### src/rtl/pulse_period_monitor_pkg.sv
// -----------------------------------------------------------------------------
// pulse_period_monitor_pkg
//   Shared definitions for the pulse period monitor:
//     - default parameter values (0.1 s interval at 100 MHz, +/-1000 cycles)
//     - the monitor state encoding
//     - width of the saturating miss counter and of the decade counter
//     - a small saturating-increment helper
// -----------------------------------------------------------------------------
package pulse_period_monitor_pkg;

  localparam int NOMINAL_DEF = 10_000_000;
  localparam int TOL_DEF     = 1000;
  localparam int CNT_W_DEF   = 25;

  localparam int MISS_W      = 8;
  localparam int DECADE_W    = 4;

  // Monitor states. IDLE waits for the first pulse, ARM has a reference pulse
  // but no accepted interval yet, LOCK has at least one accepted interval,
  // LOST has timed out and waits for any pulse to re-arm.
  typedef enum logic [1:0] {
    IDLE = 2'd0,
    ARM  = 2'd1,
    LOCK = 2'd2,
    LOST = 2'd3
  } state_e;

  // Increment that sticks at all-ones instead of wrapping.
  function automatic logic [MISS_W-1:0] sat_inc_miss(input logic [MISS_W-1:0] v);
    logic [MISS_W-1:0] r;
    r = (v == {MISS_W{1'b1}}) ? v : v + MISS_W'(1);
    return r;
  endfunction

endpackage

### src/rtl/pulse_period_monitor_tick_div10.sv
// -----------------------------------------------------------------------------
// tick_div10
//   Decade counter over accepted intervals. Every tenth inc produces a
//   one-cycle registered tick and the count wraps to zero. clr has priority
//   and restarts the decade without producing a tick.
//
//   Ports:
//     clk    in  clock, posedge
//     rst_n  in  asynchronous active-low reset
//     inc    in  one accepted interval this cycle
//     clr    in  restart the decade (lock lost or re-armed)
//     tick   out registered strobe on the tenth inc
// -----------------------------------------------------------------------------
module tick_div10
  import pulse_period_monitor_pkg::*;
(
  input  logic clk,
  input  logic rst_n,
  input  logic inc,
  input  logic clr,
  output logic tick
);

  logic [DECADE_W-1:0] count_q, count_d;
  logic                tick_q, tick_d;

  // NOTE: every signal written in an always_comb gets a default at the top of
  // the block, so no path leaves it unassigned and no latch is inferred.
  always_comb begin
    count_d = count_q;
    tick_d  = 1'b0;
    if (clr) begin
      count_d = '0;
    end else if (inc) begin
      if (count_q == DECADE_W'(9)) begin
        count_d = '0;
        tick_d  = 1'b1;
      end else begin
        count_d = count_q + DECADE_W'(1);
      end
    end
  end

  // NOTE: state registers use non-blocking assignments only, so every flop
  // samples the values computed before the edge regardless of block order.
  always_ff @(posedge clk or negedge rst_n) begin
    if (!rst_n) begin
      count_q <= '0;
      tick_q  <= 1'b0;
    end else begin
      count_q <= count_d;
      tick_q  <= tick_d;
    end
  end

  assign tick = tick_q;

endmodule

### src/rtl/pulse_period_monitor.sv
// -----------------------------------------------------------------------------
// pulse_period_monitor
//   Measures the interval between single-cycle pulses on pulse_in, accepts
//   intervals within NOMINAL +/- TOL, and reports lock, early pulses, missing
//   pulses (timeouts) and a 1-second tick derived from ten accepted intervals.
//
//   Parameters (legal only when TOL < NOMINAL and NOMINAL+TOL < 2**CNT_W):
//     NOMINAL  expected interval in clk cycles
//     TOL      allowed deviation either side, in cycles
//     CNT_W    width of the interval counter and of period
//
//   Ports:
//     clk           in   clock, posedge
//     rst_n         in   asynchronous active-low reset
//     pulse_in      in   single-cycle strobe, synchronous to clk
//     clear         in   clears early_err, late_err and miss_cnt
//     period        out  last accepted interval in cycles
//     period_valid  out  one-cycle strobe when period updates
//     locked        out  high while in LOCK
//     early_err     out  sticky: an interval was too short
//     late_err      out  sticky: a pulse went missing
//     miss_cnt      out  timeout count, saturating at 255
//     sec_tick      out  one-cycle strobe every ten accepted intervals
//
//   Interval measurement: cnt loads 0 on a pulse cycle and counts up every
//   following cycle, so the interval at the next pulse is N = cnt + 1.
//   All outputs come straight from flops.
// -----------------------------------------------------------------------------
module pulse_period_monitor
  import pulse_period_monitor_pkg::*;
#(
  parameter int NOMINAL = NOMINAL_DEF,
  parameter int TOL     = TOL_DEF,
  parameter int CNT_W   = CNT_W_DEF
) (
  input  logic              clk,
  input  logic              rst_n,
  input  logic              pulse_in,
  input  logic              clear,
  output logic [CNT_W-1:0]  period,
  output logic              period_valid,
  output logic              locked,
  output logic              early_err,
  output logic              late_err,
  output logic [MISS_W-1:0] miss_cnt,
  output logic              sec_tick
);

  localparam logic [CNT_W-1:0] LO_LIM = CNT_W'(NOMINAL - TOL);
  localparam logic [CNT_W-1:0] HI_LIM = CNT_W'(NOMINAL + TOL);

  state_e              state_q, state_d;
  logic [CNT_W-1:0]    cnt_q, cnt_d;
  logic [CNT_W-1:0]    period_q, period_d;
  logic                period_valid_q, period_valid_d;
  logic                locked_q, locked_d;
  logic                early_err_q, early_err_d;
  logic                late_err_q, late_err_d;
  logic [MISS_W-1:0]   miss_cnt_q, miss_cnt_d;

  // Interval length if a pulse were to arrive this cycle.
  logic [CNT_W-1:0]    n_cur;

  // One-cycle events decoded by the state machine.
  logic                ev_good;
  logic                ev_early;
  logic                ev_timeout;
  logic                ev_arm;

  assign n_cur = cnt_q + CNT_W'(1);

  // ---------------------------------------------------------------------------
  // State machine and interval counter
  // ---------------------------------------------------------------------------
  always_comb begin
    state_d    = state_q;
    cnt_d      = cnt_q;
    period_d   = period_q;
    ev_good    = 1'b0;
    ev_early   = 1'b0;
    ev_timeout = 1'b0;
    ev_arm     = 1'b0;

    unique case (state_q)
      IDLE: begin
        cnt_d = '0;
        if (pulse_in) begin
          state_d = ARM;
          ev_arm  = 1'b1;
        end
      end

      ARM, LOCK: begin
        if (pulse_in) begin
          // A pulse always restarts the measurement. Intervals longer than
          // HI_LIM cannot reach here: the timeout below fires first, and a
          // pulse exactly on the HI_LIM cycle counts as good.
          cnt_d = '0;
          if (n_cur >= LO_LIM) begin
            ev_good  = 1'b1;
            period_d = n_cur;
            state_d  = LOCK;
          end else begin
            ev_early = 1'b1;
            state_d  = ARM;
          end
        end else if (n_cur == HI_LIM) begin
          // cnt is frozen from here on; LOST ignores it until a pulse re-arms.
          ev_timeout = 1'b1;
          state_d    = LOST;
        end else begin
          cnt_d = n_cur;
        end
      end

      LOST: begin
        if (pulse_in) begin
          cnt_d   = '0;
          state_d = ARM;
          ev_arm  = 1'b1;
        end
      end

      default: begin
        state_d = IDLE;
        cnt_d   = '0;
      end
    endcase
  end

  // ---------------------------------------------------------------------------
  // Registered outputs and sticky status
  // ---------------------------------------------------------------------------
  always_comb begin
    period_valid_d = ev_good;
    locked_d       = (state_d == LOCK);

    // clear is applied first so that an error event in the same cycle
    // overrides it: the flag stays set and miss_cnt restarts at 1.
    early_err_d = clear ? 1'b0 : early_err_q;
    late_err_d  = clear ? 1'b0 : late_err_q;
    miss_cnt_d  = clear ? '0   : miss_cnt_q;

    if (ev_early) begin
      early_err_d = 1'b1;
    end
    if (ev_timeout) begin
      late_err_d = 1'b1;
      miss_cnt_d = sat_inc_miss(miss_cnt_d);
    end
  end

  always_ff @(posedge clk or negedge rst_n) begin
    if (!rst_n) begin
      state_q        <= IDLE;
      cnt_q          <= '0;
      period_q       <= '0;
      period_valid_q <= 1'b0;
      locked_q       <= 1'b0;
      early_err_q    <= 1'b0;
      late_err_q     <= 1'b0;
      miss_cnt_q     <= '0;
    end else begin
      state_q        <= state_d;
      cnt_q          <= cnt_d;
      period_q       <= period_d;
      period_valid_q <= period_valid_d;
      locked_q       <= locked_d;
      early_err_q    <= early_err_d;
      late_err_q     <= late_err_d;
      miss_cnt_q     <= miss_cnt_d;
    end
  end

  // ---------------------------------------------------------------------------
  // Decade counter: restarts whenever lock is abandoned or a new arm begins.
  // ---------------------------------------------------------------------------
  tick_div10 u_tick_div10 (
    .clk   (clk),
    .rst_n (rst_n),
    .inc   (ev_good),
    .clr   (ev_early | ev_timeout | ev_arm),
    .tick  (sec_tick)
  );

  assign period       = period_q;
  assign period_valid = period_valid_q;
  assign locked       = locked_q;
  assign early_err    = early_err_q;
  assign late_err     = late_err_q;
  assign miss_cnt     = miss_cnt_q;

endmodule

### config.mk
export PLATFORM = sky130hd
export DESIGN_NAME = pulse_period_monitor
export DESIGN_NICKNAME = d
export VERILOG_FILES = /design/src/rtl/pulse_period_monitor_pkg.sv /design/src/rtl/pulse_period_monitor_tick_div10.sv /design/src/rtl/pulse_period_monitor.sv
export SDC_FILE = /design/constraint.sdc
export NUM_CORES = 1
export LEC_CHECK = 0
export BUFFER_PORTS_ARGS = -buffer_cell sky130_fd_sc_hd__buf_2
export CAP_MARGIN = 20
export CELL_PAD_IN_SITES_DETAIL_PLACEMENT = 1
export CELL_PAD_IN_SITES_GLOBAL_PLACEMENT = 2
export CORE_UTILIZATION = 34
export CTS_BUF_LIST = sky130_fd_sc_hd__clkbuf_16
export DETAILED_ROUTE_END_ITERATION = 16
export GPL_TIMING_DRIVEN = 0
export PLACE_DENSITY_LB_ADDON = 0.3
export SLEW_MARGIN = 10
export SYNTH_ARGS = -nofsm -noshare
export SYNTH_HDL_FRONTEND = slang
export SYNTH_HIERARCHICAL = 1
export SYNTH_SLANG_ARGS = --single-unit
### constraint.sdc
create_clock -name clk -period 3.3 [get_ports clk]
set_clock_uncertainty 0.2 [all_clocks]
set_input_delay 0.495 -clock clk [delete_from_list [all_inputs] [get_ports clk]]
set_output_delay 0.495 -clock clk [all_outputs]
set_load 0.05 [all_outputs]
# [After elaboration in Yosys (flattened, before gate mapping)]
# Index checks and enable logic that the tools add are counted.
[classes] add_sub_neg=3 n_reduce_logical=8 n_bitwise=2 muxes=32 n_eq_ne=9 n_lt_le_gt_ge=1
[op_table] operator="25-bit two-way mux" n=3
[op_table] operator="25-bit one-hot mux with 3 select lines" n=1
[op_table] operator="25-bit by 1-bit adder with 25-bit output, second input constant" n=1
[op_table] operator="25-bit by 24-bit equality test with 1-bit output, second input constant" n=1
[op_table] operator="25-bit by 24-bit >= comparator with 1-bit output, second input constant" n=1
[op_table] operator="8-bit two-way mux" n=3
[op_table] operator="1-bit two-way mux" n=17
[op_table] operator="4-bit two-way mux" n=3
[op_table] operator="8-bit by 1-bit adder with 8-bit output, second input constant" n=1
[op_table] operator="8-bit equality test, second input constant" n=1
[op_table] operator="2-bit two-way mux" n=4
[op_table] operator="2-bit equality test, second input constant" n=3
[op_table] operator="2-bit nonzero test" n=3
[op_table] operator="4-bit by 1-bit adder with 4-bit output, second input constant" n=1
[op_table] operator="4-bit equality test, second input constant" n=1
[op_table] operator="2-bit one-hot mux with 2 select lines" n=1
[op_table] operator="2-bit OR reduction" n=2
[op_table] operator="3-bit inequality test, second input constant" n=1
[op_table] operator="3-bit AND reduction" n=1
[op_table] operator="2-bit by 1-bit equality test with 1-bit output, second input constant" n=1
[op_table] operator="2-bit logical NOT" n=1
[op_table] operator="2-bit inequality test, second input constant" n=1
[op_table] operator="1-bit OR" n=2
[op_table] operator="2-bit AND reduction" n=1
[word_totals] elab_cells=65 inputBits=4 ff_bits=69

# [Depth between registers and ports, before layout]
[depth] ltp_word=8 ltp_mapped=13 mapped_depth_nobuf=11

# [By module]
# Netlist, hierarchy kept.
[by_module_without_submodules] module="pulse_period_monitor" n_inst=1 cells_each=402 area_each_um2=3787.4
[by_module_without_submodules] module="tick_div10" n_inst=1 cells_each=26 area_each_um2=270.3

# [Worst setup path before layout]
# OpenSTA, ideal clock, no wires.
[synth_path] path_kind="register to register" start="register cnt_q[0]" end="register u_tick_div10.count_q[2]" n_path_buf=2 setup_slack_ps=-238 arrival_ps=3262 setup_time_ps=76 path_stages_with_launch=14 cell_sequence="dfrtp_1 -> ha_1 -> buf_2 -> nand3_1 -> or4_4 -> nor3b_1 -> nor2_1 -> o221ai_1 -> nand3_1 -> o31ai_1 -> clkbuf_1 -> nand2_2 -> a211o_1 -> a21oi_2"
[synth_between] elab_cells_between_ends=16 classes_between="add/sub (1); order compare (1); eq/ne (1); mux (10); bitwise (2); reduce/logical (1)"
[synth_rtl] element="start, declared" line_no="pulse_period_monitor.sv:53" text="logic [CNT_W-1:0] cnt_q, cnt_d;"
[synth_rtl] element="start signal, assigned" line_no="pulse_period_monitor.sv:165" text="cnt_q <= cnt_d;"
[synth_rtl] element="25-bit by 1-bit adder with 25-bit output" line_no="pulse_period_monitor.sv:70" text="assign n_cur = cnt_q + CNT_W'(1);"
[synth_rtl] element="25-bit by 24-bit >= comparator with 1-bit output" line_no="pulse_period_monitor.sv:99" text="if (n_cur >= LO_LIM) begin"
[synth_rtl] element="1-bit two-way mux" line_no="pulse_period_monitor.sv:99"
[synth_rtl] element="1-bit two-way mux" line_no="pulse_period_monitor.sv:94" text="if (pulse_in) begin"
[synth_rtl] element="1-bit two-way mux" line_no="pulse_period_monitor.sv:84" text="unique case (state_q)"
[synth_rtl] element="via ev_good" line_no="pulse_period_monitor.sv:65" text="logic ev_good;"
[synth_rtl] element="2-bit nonzero test (no source line)"
[synth_rtl] element="end signal, assigned" line_no="pulse_period_monitor_tick_div10.sv:51" text="count_q <= count_d;"
[synth_rtl] element="end, declared" line_no="pulse_period_monitor_tick_div10.sv:24" text="logic [DECADE_W-1:0] count_q, count_d;"
# The timed path passes the listed nets, and every way through them passes these cells.
# A chain may end at the register's enable or synchronous reset.

# [Worst setup path in the final report]
[layout_path] start="register cnt_q[4]" end="register u_tick_div10.count_q[2]"
# Same word-level chain as after synthesis.

==> results.md <==
* Fmax at 0.3018 GHz
* Initial Utilization at 0.3523
* Post-synth EDFFs at 0
* Clock root buffer: clkbuf_16
* Main synth FF type: dfrtp_1
* Most common cell in the netlist: dfrtp_1
* Final Hold Vio Count at 0
* Wire per inst at 19.42 um
* Chip Height at around 110 um
* Total GRT Usage at 0.2101
* Clock transition at the registers of the reported paths at 60 ps
* Fillers at approximately 1300
* Avg Cell Area, Syn at ~9.5 um^2
* Unique masters post-synth at 60
* Setup TNS at -13.15 ps
* Tcrit/Tclk final at 1.004
* Non-filler instance count after layout at between 600 and 700
* Initial antenna violation count at 0
* RSZ-0062 raised after global routing: yes
* Max Cap Viol at 0
* # IOs at 42
* Yosys reg bits at between 60 and 70
* Worst rel slew slack at 0.3904
* Sequential cell area fraction in the yosys report at 0.4255
* Cells after Synth at roughly 430
* Post-Syn Area at 4058 um^2
* Remaining DRCs at 4
* CORE AREA at approximately 12000 um^2
* Hold path depth at 1
* Failing checks: DRC, setup timing
* Synth Warn # at 6
* HPWL Detailed at 8.110 mm
* Remaining Overflow, GRT at 0
* Hold Crit Class: reg -> reg
* Post-route cell area at 5497 um^2
* Top cells by area, synth: dfrtp_1 43%, mux2_2 5.3%, nand2_1 3.8%, nor2_1 3.2%, xnor2_1 3.0%
* Post-synth top cells: 69 x dfrtp_1, 41 x nand2_1, 35 x nor2_1
* Synth top area share at 0.4255
* CTS tree: done
* Fraction of layout cells with a size suffix above 1 at 0.3752
* Port Buffer Count at 41
* Number of global-route vias before repair at 3741
* Status: finished with violations
* Setup crit end kind: register
* CP Data Arrival Time at 3390 ps
* P&R area growth vs syn at 35.46%
* Final Max Tran Viols at 0
* Global-route wire length before repair at 20.16 mm
* Placement Setup Slack at -931.5 ps
* Aggregate routed wire length at 12.97 mm
* Maximum fanout along the worst path at 7
* Period minus WS final at 3313 ps
* Synth area leader: dfrtp_1
* H-tree Lvls at 3
* Drt via density at 5.512
* Largest net degree at the start of global routing at 50
* Syn Nets at 438
* Num rows at 39
* Nets@finish at 531
* Bufs on Longest Clock Path at 2
* Crit Path Class: reg -> reg
* Ant. Diodes at 0
* Total die area at roughly 12000 um^2
* Async SR Flop Fraction at 1.000
* PD cells at 377.9 nW/um^2
* Die Wd at between 100 and 150 um
* Setup-failing EPs final at 1
* Max VDD drop at about 0.00028 V
* Leak Pwr at 2.533 nW
* Worst reg2reg path depth at 13
* First drt pass iteration count at 10
* Insertion delay to the later sink of the worst-skew pair at around 350 ps
* Starting DRT DRC Count at roughly 150
* Reg2reg setup slack at -10 ps
* Post-DP Area at approximately 4500 um^2
* Tightest Pin Transition at 911.0 ps
* Post-Place Cells at between 600 and 700
* CTS Buf Count at 9
* PnR worst setup slack at -13.15 ps
* CP Launch Type: register
* Clock Sinks at between 60 and 70
* Vias at 3682
* Placer Congestion at around 0.80
* WP data required at 3380 ps
* Post-DRT Antenna Nets at 0
==> per-layer routing <==
metal | GRT usage | vias to the layer above | wire length (um) | part of all wire
li1 | - | 1723 | - | -
met1 | 0.2739 | 1882 | 5960 | 0.46
met2 | 0.3471 | 61 | 6423 | 0.50
met3 | 0.03171 | 16 | 331 | 0.026
met4 | 0.08739 | 0 | 254 | 0.020
met5 | 0 | - | 0 | 0
==> final timing paths <==
check,startpoint,to
worst max-delay path,cnt_q[4]$_DFFE_PN0P_,u_tick_div10/count_q[2]$_DFFE_PN0P_
worst min-delay path,period[20]$_DFFE_PN0P_,period[20]$_DFFE_PN0P_
worst max register to register,cnt_q[4]$_DFFE_PN0P_,u_tick_div10/count_q[2]$_DFFE_PN0P_
worst min register to register,period[20]$_DFFE_PN0P_,period[20]$_DFFE_PN0P_
max in group asynchronous,rst_n,cnt_q[0]$_DFFE_PN0P_
min in group asynchronous,rst_n,period[12]$_DFFE_PN0P_
==> cell usage in the layout, fill, tap and decap left out, types with 4 or more instances in the layout <==
master / count
dfrtp_1: 61
buf_2: 41
buf_4: 41
nand2_1: 41
nor2_1: 32
o21ai_0: 21
inv_1: 19
mux2_2: 19
xnor2_1: 11
a21oi_1: 11
buf_6: 10
xor2_1: 10
nand3_1: 10
mux2i_1: 10
clkbuf_16: 10
nand4_1: 9
nor3_1: 9
clkbuf_1: 8
dfrtp_2: 8
nand2b_1: 7
a22o_1: 6
a22oi_1: 5
nand3b_1: 5
ha_1: 5
nor3_2: 4
nand3_2: 4
and3_1: 4
o31ai_1: 4
a21oi_2: 4
a21o_1: 4
==> logic make-up (layout without fill, tap and decap cells) <==
kind of cell	Yosys count	after routing	share of synthesized area
xor+xnor	25	25	0.05396
flops	69	69	0.4255
simple gates	172	172	0.2424
mux	29	29	0.07740
fa+ha+maj	6	6	0.01850
buf+inv	44	141	0.04594
compound gates	83	83	0.1363
==> critical path, cell delays in order (launching register included) <==
cell	delay, ps
dfrtp_1	360
buf_6	140
nand4_4	150
buf_8	180
nor4_2	330
xor2_1	280
nor2_2	120
o21ai_0	270
a211oi_2	110
o31ai_2	400
clkbuf_8	250
nand2_2	60
a211o_1	280
a21oi_2	110
==> layout make-up <==
type                            count  area (um^2)  area share
Timing Repair Buffer               86        596.8      0.1086
Tap cell                          143        178.9     0.03255
Inverter                           19        71.32     0.01298
Sequential cell                    69         1737      0.3160
Buffer                             21        165.2     0.03005
Multi-Input combinational cell    315         2444      0.4446
Clock inverter                      6        78.83     0.01434
Clock buffer                        9        225.2     0.04097
==> stage by stage <==
stage	power [mW]	utilization	hold slack [ps]
2_1_floorplan	0.9880	-	-0.5910
3_3_place_gp	1.041	0.3864	284.1
3_5_place_dp	1.050	0.3894	223.3
4_1_cts	2.102	0.4455	304.9
5_1_grt	2.146	0.4773	317.1
6_report	2.077	0.4773	298.6
==> registers in the layout, indices dropped and copies added (netlist names) <==
signal and count:
miss_cnt 8, u_tick_div10/count_q 4, period_valid 1, u_tick_div10/tick 1, early_err 1, locked 1
late_err 1, cnt_q 25, period 25, state_q 2
==> repair_timing <==
item	CTS	global route
resized for setup	42	54
gates cloned	0	1
hold buffers	1	0
hold endpoints to repair	20	0
pin swaps	9	18
setup buffers	22	19
endpoints found under the setup margin	66	50
==> power breakdown <==
group / switching [mW] / total, mW / leakage, nW / internal [mW]
registers: 0.0117 / 0.878 / 0.905 / 0.866
clock network: 0.382 / 1.03 / 0.152 / 0.650
logic: 0.126 / 0.167 / 1.48 / 0.0414
Note: power is estimated with default switching activity, not from simulation.
